`config.mk`:
```
export PLATFORM = sky130hd
export DESIGN_NAME = alu
export DESIGN_NICKNAME = d
export VERILOG_FILES = /design/src/rtl/alu.sv
export SDC_FILE = /design/constraint.sdc
export NUM_CORES = 1
export LEC_CHECK = 0
export BUFFER_PORTS_ARGS = -buffer_cell sky130_fd_sc_hd__buf_4
export CAP_MARGIN = 20
export CORE_MARGIN = 2
export CORE_UTILIZATION = 51
export DETAILED_ROUTE_END_ITERATION = 8
export PLACE_DENSITY = 0.75
export REMOVE_ABC_BUFFERS = 1
export SLEW_MARGIN = 10
export SYNTH_ARGS = -nofsm -noshare
export SYNTH_HDL_FRONTEND = slang
export SYNTH_SLANG_ARGS = --single-unit
export TNS_END_PERCENT = 50
```
`constraint.sdc`:
```
create_clock -name CLK -period 0.8 [get_ports CLK]
set_input_delay 0.16 -clock CLK [delete_from_list [all_inputs] [get_ports CLK]]
set_output_delay 0.16 -clock CLK [all_outputs]
set_load 0.02 [all_outputs]
```
`src/rtl/alu.sv`:
```
`default_nettype none
// +----------------------------------------------------------------------------+
// | alu: registered 8-bit ALU (FORWARD/ADD/AND/OR; SUB/XOR/SLL/SRL when the    |
// | macro ALU_EXT_OPS_EN is defined).                          Revision: 1.0   |
// +----------------------------------------------------------------------------+
module alu #(
    parameter int DATA_WIDTH = 8
) (
    input  logic                  CLK,
    input  logic                  RESET_N,
    input  logic [DATA_WIDTH-1:0] DATA1,
    input  logic [DATA_WIDTH-1:0] DATA2,
    input  logic [2:0]            SELECT,
    output logic [DATA_WIDTH-1:0] RESULT,
    output logic                  ZERO,
    output logic                  CARRY
);

    localparam logic [2:0] c_OP_FWD = 3'b000;
    localparam logic [2:0] c_OP_ADD = 3'b001;
    localparam logic [2:0] c_OP_AND = 3'b010;
    localparam logic [2:0] c_OP_OR  = 3'b011;
`ifdef ALU_EXT_OPS_EN
    localparam logic [2:0] c_OP_SUB = 3'b100;
    localparam logic [2:0] c_OP_XOR = 3'b101;
    localparam logic [2:0] c_OP_SLL = 3'b110;
    localparam logic [2:0] c_OP_SRL = 3'b111;
`endif

    logic [DATA_WIDTH-1:0] r_result;
    logic                  r_zero;
    logic                  r_carry;

    logic [DATA_WIDTH:0]   w_sum;
    logic [DATA_WIDTH-1:0] w_result;
    logic                  w_carry;

`ifdef ALU_EXT_OPS_EN
    logic [DATA_WIDTH:0]   w_diff;
    logic [DATA_WIDTH:0]   w_shl;
    logic [DATA_WIDTH:0]   w_shr;
    logic [2:0]            w_shamt;
`endif

    assign w_sum = {1'b0, DATA1} + {1'b0, DATA2};

`ifdef ALU_EXT_OPS_EN
    assign w_diff  = {1'b0, DATA1} - {1'b0, DATA2};
    assign w_shamt = DATA2[2:0];
    // One guard bit on each side captures the last bit shifted out (0 for a zero shift).
    assign w_shl   = {1'b0, DATA1} << w_shamt;
    assign w_shr   = {DATA1, 1'b0} >> w_shamt;
`endif

    always_comb begin
        w_result = '0;
        w_carry  = 1'b0;
        case (SELECT)
            c_OP_FWD: w_result = DATA2;
            c_OP_ADD: begin
                w_result = w_sum[DATA_WIDTH-1:0];
                w_carry  = w_sum[DATA_WIDTH];
            end
            c_OP_AND: w_result = DATA1 & DATA2;
            c_OP_OR:  w_result = DATA1 | DATA2;
`ifdef ALU_EXT_OPS_EN
            c_OP_SUB: begin
                w_result = w_diff[DATA_WIDTH-1:0];
                w_carry  = ~w_diff[DATA_WIDTH];
            end
            c_OP_XOR: w_result = DATA1 ^ DATA2;
            c_OP_SLL: begin
                w_result = w_shl[DATA_WIDTH-1:0];
                w_carry  = w_shl[DATA_WIDTH];
            end
            c_OP_SRL: begin
                w_result = w_shr[DATA_WIDTH:1];
                w_carry  = w_shr[0];
            end
`endif
            default: begin
                w_result = '0;
                w_carry  = 1'b0;
            end
        endcase
    end

    always_ff @(posedge CLK or negedge RESET_N) begin
        if (!RESET_N) begin
            r_result <= '0;
            r_zero   <= 1'b1;
            r_carry  <= 1'b0;
        end else begin
            r_result <= w_result;
            r_zero   <= ~|w_result;
            r_carry  <= w_carry;
        end
    end

    assign RESULT = r_result;
    assign ZERO   = r_zero;
    assign CARRY  = r_carry;

endmodule
`default_nettype wire

```
==> metrics, run 1 <==
status=stopped before the end; last flow stage reached=5_1_grt; Err=[ERROR GRT-0232] Routing congestion too high. Check the congestion heatmap in the GUI.; row cnt=16; Synth top cells by count=inv_1 (22), ha_1 (16), dfrtp_1 (9); number of H-tree levels=1; Yosys warning count=0; final RePlAce weighted congestion=0.889; TritonCTS Buffers=3; sequential-to-total area share from yosys stat=0.231; Die Y-Extent=50.2 um; main area contributors after synthesis=dfrtp_1 (21%), ha_1 (18%), inv_1 (7.6%); dominant cell type by area after synthesis=dfrtp_1; PortBufs=30; global-route usage over all layers=0.704; die width=50.2 um; Placed Area=0.00159 mm2; #FFs+latches synth=10; worst endpoint type=sequential cell input; Top FF cell, synth=dfrtp_1; IO Pins=31; Post-Syn Area=0.00109 mm2; Synth Area per Inst=8.86 um2; total gr overflow=32; placed cells=212; largest net degree at the start of global routing=11; most common cell in the netlist=inv_1; async set-reset flop share out of synthesis=1.00; worst endpoint from the post-global-route timing repair=ZERO$_DFF_PN1_/D; number of flops mapped to enable cells by yosys=0; post-detail-place hpwl=2.37 mm; initial core utilization=0.550; Cell variety after synth=43; CTS Sinks=10; top cell type's share of synthesized area=0.207; CTS root buf=clkbuf_4; clk buf depth=2; synthesized instance count=about 120
routing by layer:
layer | GRT usage | overflow
met1 | 0.712 | 0
met3 | 0.420 | 1
met2 | 0.895 | 11
met4 | 0.861 | 20
met5 | 0 | 0
cell families after synthesis:
group | after synthesis | share of synthesized area
compound gates | 30 | 0.180
mux | 9 | 0.0953
buf+inv | 27 | 0.109
xor+xnor | 2 | 0.0161
fa+ha+maj | 17 | 0.202
flops | 10 | 0.231
simple gates | 28 | 0.166
through the flow:
step           worst slack [ns]  TNS, ns  utilization
4_1_cts                  -0.983    -7.03        0.932
3_3_place_gp              -1.26    -9.02        0.802
3_5_place_dp              -1.32    -9.38        0.802
2_1_floorplan             -1.13    -6.29            -
what timing repair did:
item,in CTS
buffers inserted,3
endpoints found under the hold margin,10
hold buffers,1
resized for setup,49
pin swaps,17
setup endpoints to repair,20
==> run 2: changes to the inputs <==
--- a/config.mk
+++ b/config.mk
@@ -7,10 +7,10 @@
 export LEC_CHECK = 0
 export BUFFER_PORTS_ARGS = -buffer_cell sky130_fd_sc_hd__buf_4
 export CAP_MARGIN = 20
-export CORE_MARGIN = 2
-export CORE_UTILIZATION = 51
+export CORE_AREA = 2 2 63 65
 export DETAILED_ROUTE_END_ITERATION = 8
-export PLACE_DENSITY = 0.75
+export DIE_AREA = 0 0 65 67
+export PLACE_DENSITY_LB_ADDON = 0.15
 export REMOVE_ABC_BUFFERS = 1
 export SLEW_MARGIN = 10
 export SYNTH_ARGS = -nofsm -noshare
==> metrics, run 2 <==
initial core utilization=0.302 (-0.248); IO Pins=31 (unchanged); Slew @ Worst Pin=0.341 ns; main area contributors after synthesis=dfrtp_1 (21%), ha_1 (18%), inv_1 (7.6%); async set-reset flop share out of synthesis=1.00 (unchanged); Worst Setup SP=DATA1[0]; final instance area=roughly 0.0019 mm2; #FFs+latches synth=10 (unchanged); Synth Area per Inst=8.86 um2 (unchanged); Top FF cell, synth=dfrtp_1; synthesized instance count=123 (unchanged); Power Dens Cells=1170 mW/mm2; die width=65 um (+29%); clk buf depth=2 (unchanged); most common cell after layout, fill and taps aside=buf_4; Starting DRT DRC Count=7; Leak=0.000953 uW; CP Cell Sequence=buf_8 -> ha_4 -> inv_2 -> fa_2 -> xnor2_1 -> mux4_2 -> a211oi_2 -> o2111ai_2 -> nor4_2; initial antenna violation count=0; Via density=4.51; commonest cells after routing, fill and taps aside=buf_4 (47), inv_1 (18), buf_6 (16), ha_1 (12), dfrtp_1 (9); cell depth of the worst setup path=9; Slew HR=0.770; row cnt=22 (+6); Nets=228; WL per Instance=roughly 12 um; DRT Wirelength=2.79 mm; number of flops mapped to enable cells by yosys=0 (unchanged); die area=0.00436 mm2; Die Y-Extent=67 um (+33%); period utilisation layout=2.15; final core utilization=0.530; Peak VDD IR=0.000410 V; via count=1068; Crit path arrival time=1.86 ns; Placed Area=0.00159 mm2 (-0.24%); P&R area growth vs syn=75.3%; fmax=slightly below 600 MHz; Core ar.=~0.0036 mm2; final hold vios=0; sequential-to-total area share from yosys stat=0.231 (unchanged); Antenna Violating Nets Remaining=0; Yosys warning count=0 (unchanged); Post-Syn Area=0.00109 mm2 (unchanged); # setup viols final=20; final setup margin=-0.918 ns; crit start category=input port; RSZ-0062 raised after global routing=yes; share of cells above drive strength 1=0.545; vias in the first global route=approximately 1100; status=finished with violations; number of H-tree levels=1 (unchanged); post-detail-place hpwl=2.27 mm (-4.4%); total gr overflow=0; largest net degree at the start of global routing=11; most common cell in the netlist=inv_1; dominant cell type by area after synthesis=dfrtp_1; first-pass GRT wire length=4.85 mm; Worst Setup End Kind=register; ant diodes=0; Cell variety after synth=43 (unchanged); final RePlAce weighted congestion=0.854 (-3.9%); crit path capture=ZERO; Slowest-stage cell, CP=mux4_2; TritonCTS Buffers=3 (unchanged); failing checks=negative setup slack; top cell type's share of synthesized area=0.207 (unchanged); drc violations=0; PortBufs=30 (unchanged); DR pass1 iterations=2; Buf/Inv on CP=2; global-route usage over all layers=0.145; CTS root buf=clkbuf_8; Hold Path Class=in2async; CTS tree=done; minimum clock period=1.72 ns; Worst Path Class, Setup=in2reg; max reg flops=8; Worst Path Max Fanout=2; CTS Sinks=10 (unchanged); critical path data required time=0.94 ns; Synth top cells by count=inv_1 (22), ha_1 (16), dfrtp_1 (9); fin. max-slew vios=0; max cap viols=0; CTS clk-pin slew, worst paths=0.04 ns; total power=2230 uW; family with the most delay on the worst path=adder cells; max incr delay on CP=between 0.4 and 0.5 ns
==> run 2: cell counts after synthesis <==
Identical to the previous run, type by type.
==> run 2: how the worst min path moves through the flow <==
stage,slack (ns),from,to
2_1_floorplan,-0.14,RESET_N,CARRY
3_3_place_gp,-0.01,RESET_N,RESULT[2]
3_5_place_dp,-0.01,RESET_N,RESULT[2]
4_1_cts,0.29,RESET_N,CARRY
5_1_grt,0.29,RESET_N,RESULT[6]
6_report,0.29,RESET_N,CARRY
==> run 2: report_power, final <==
group / leakage (uW) / internal (uW) / total (uW) / switching (uW)
registers: 0.000127 / 558 / 577 / 19.1
clock network: 0.0000288 / 430 / 602 / 172
logic: 0.000796 / 576 / 1050 / 472
total: 0.000953 / 1560 / 2230 / 663
==> run 2: metrics by stage <==
step	hold slack (ns)	setup slack, ns	std cells	TNS (ns)
6_report	0.286	-0.918	237	-6.67
5_1_grt	0.291	-1.03	237	-7.59
4_1_cts	0.290	-0.937	238	-6.73
3_5_place_dp	-0.0128	-1.36	229	-9.22
3_3_place_gp	-0.0128	-1.28	229	-9.13
2_1_floorplan	-0.136	-1.13	118	-6.29
==> run 2: routing by layer <==
layer	vias to the layer above	global-route usage	share of wire
li1	561	-	-
met1	481	0.166	0.44
met2	22	0.274	0.52
met3	4	0.0152	0.030
met4	0	0.0559	0.011
met5	-	0	0
==> run 2: area by class of cell <==
| type | count | area, um2 |
|---|---|---|
| Inverter | 22 | 85.1 |
| Tap cell | 48 | 60.1 |
| Clock buffer | 4 | 55.1 |
| Fill cell | 332 | 1700 |
| Timing Repair Buffer | 67 | 588 |
| Multi-Input combinational cell | 86 | 871 |
| Sequential cell | 10 | 251 |
==> run 2: what timing repair did <==
| item | 4_1_cts | 5_1_grt |
|---|---|---|
| pin swaps | 16 | 7 |
| gates cloned | 0 | 0 |
| setup endpoints to repair | 20 | 20 |
| setup buffers | 4 | 0 |
| hold endpoints to repair | 10 | 0 |
| hold buffers | 1 | 0 |
| resized for setup | 47 | 9 |
==> run 2: logic make-up after synthesis <==
group	share of synthesized area
fa+ha+maj	0.202
simple gates	0.166
compound gates	0.180
flops	0.231
xor+xnor	0.0161
buf+inv	0.109
mux	0.0953
Note: power is estimated with default switching activity, not from simulation.
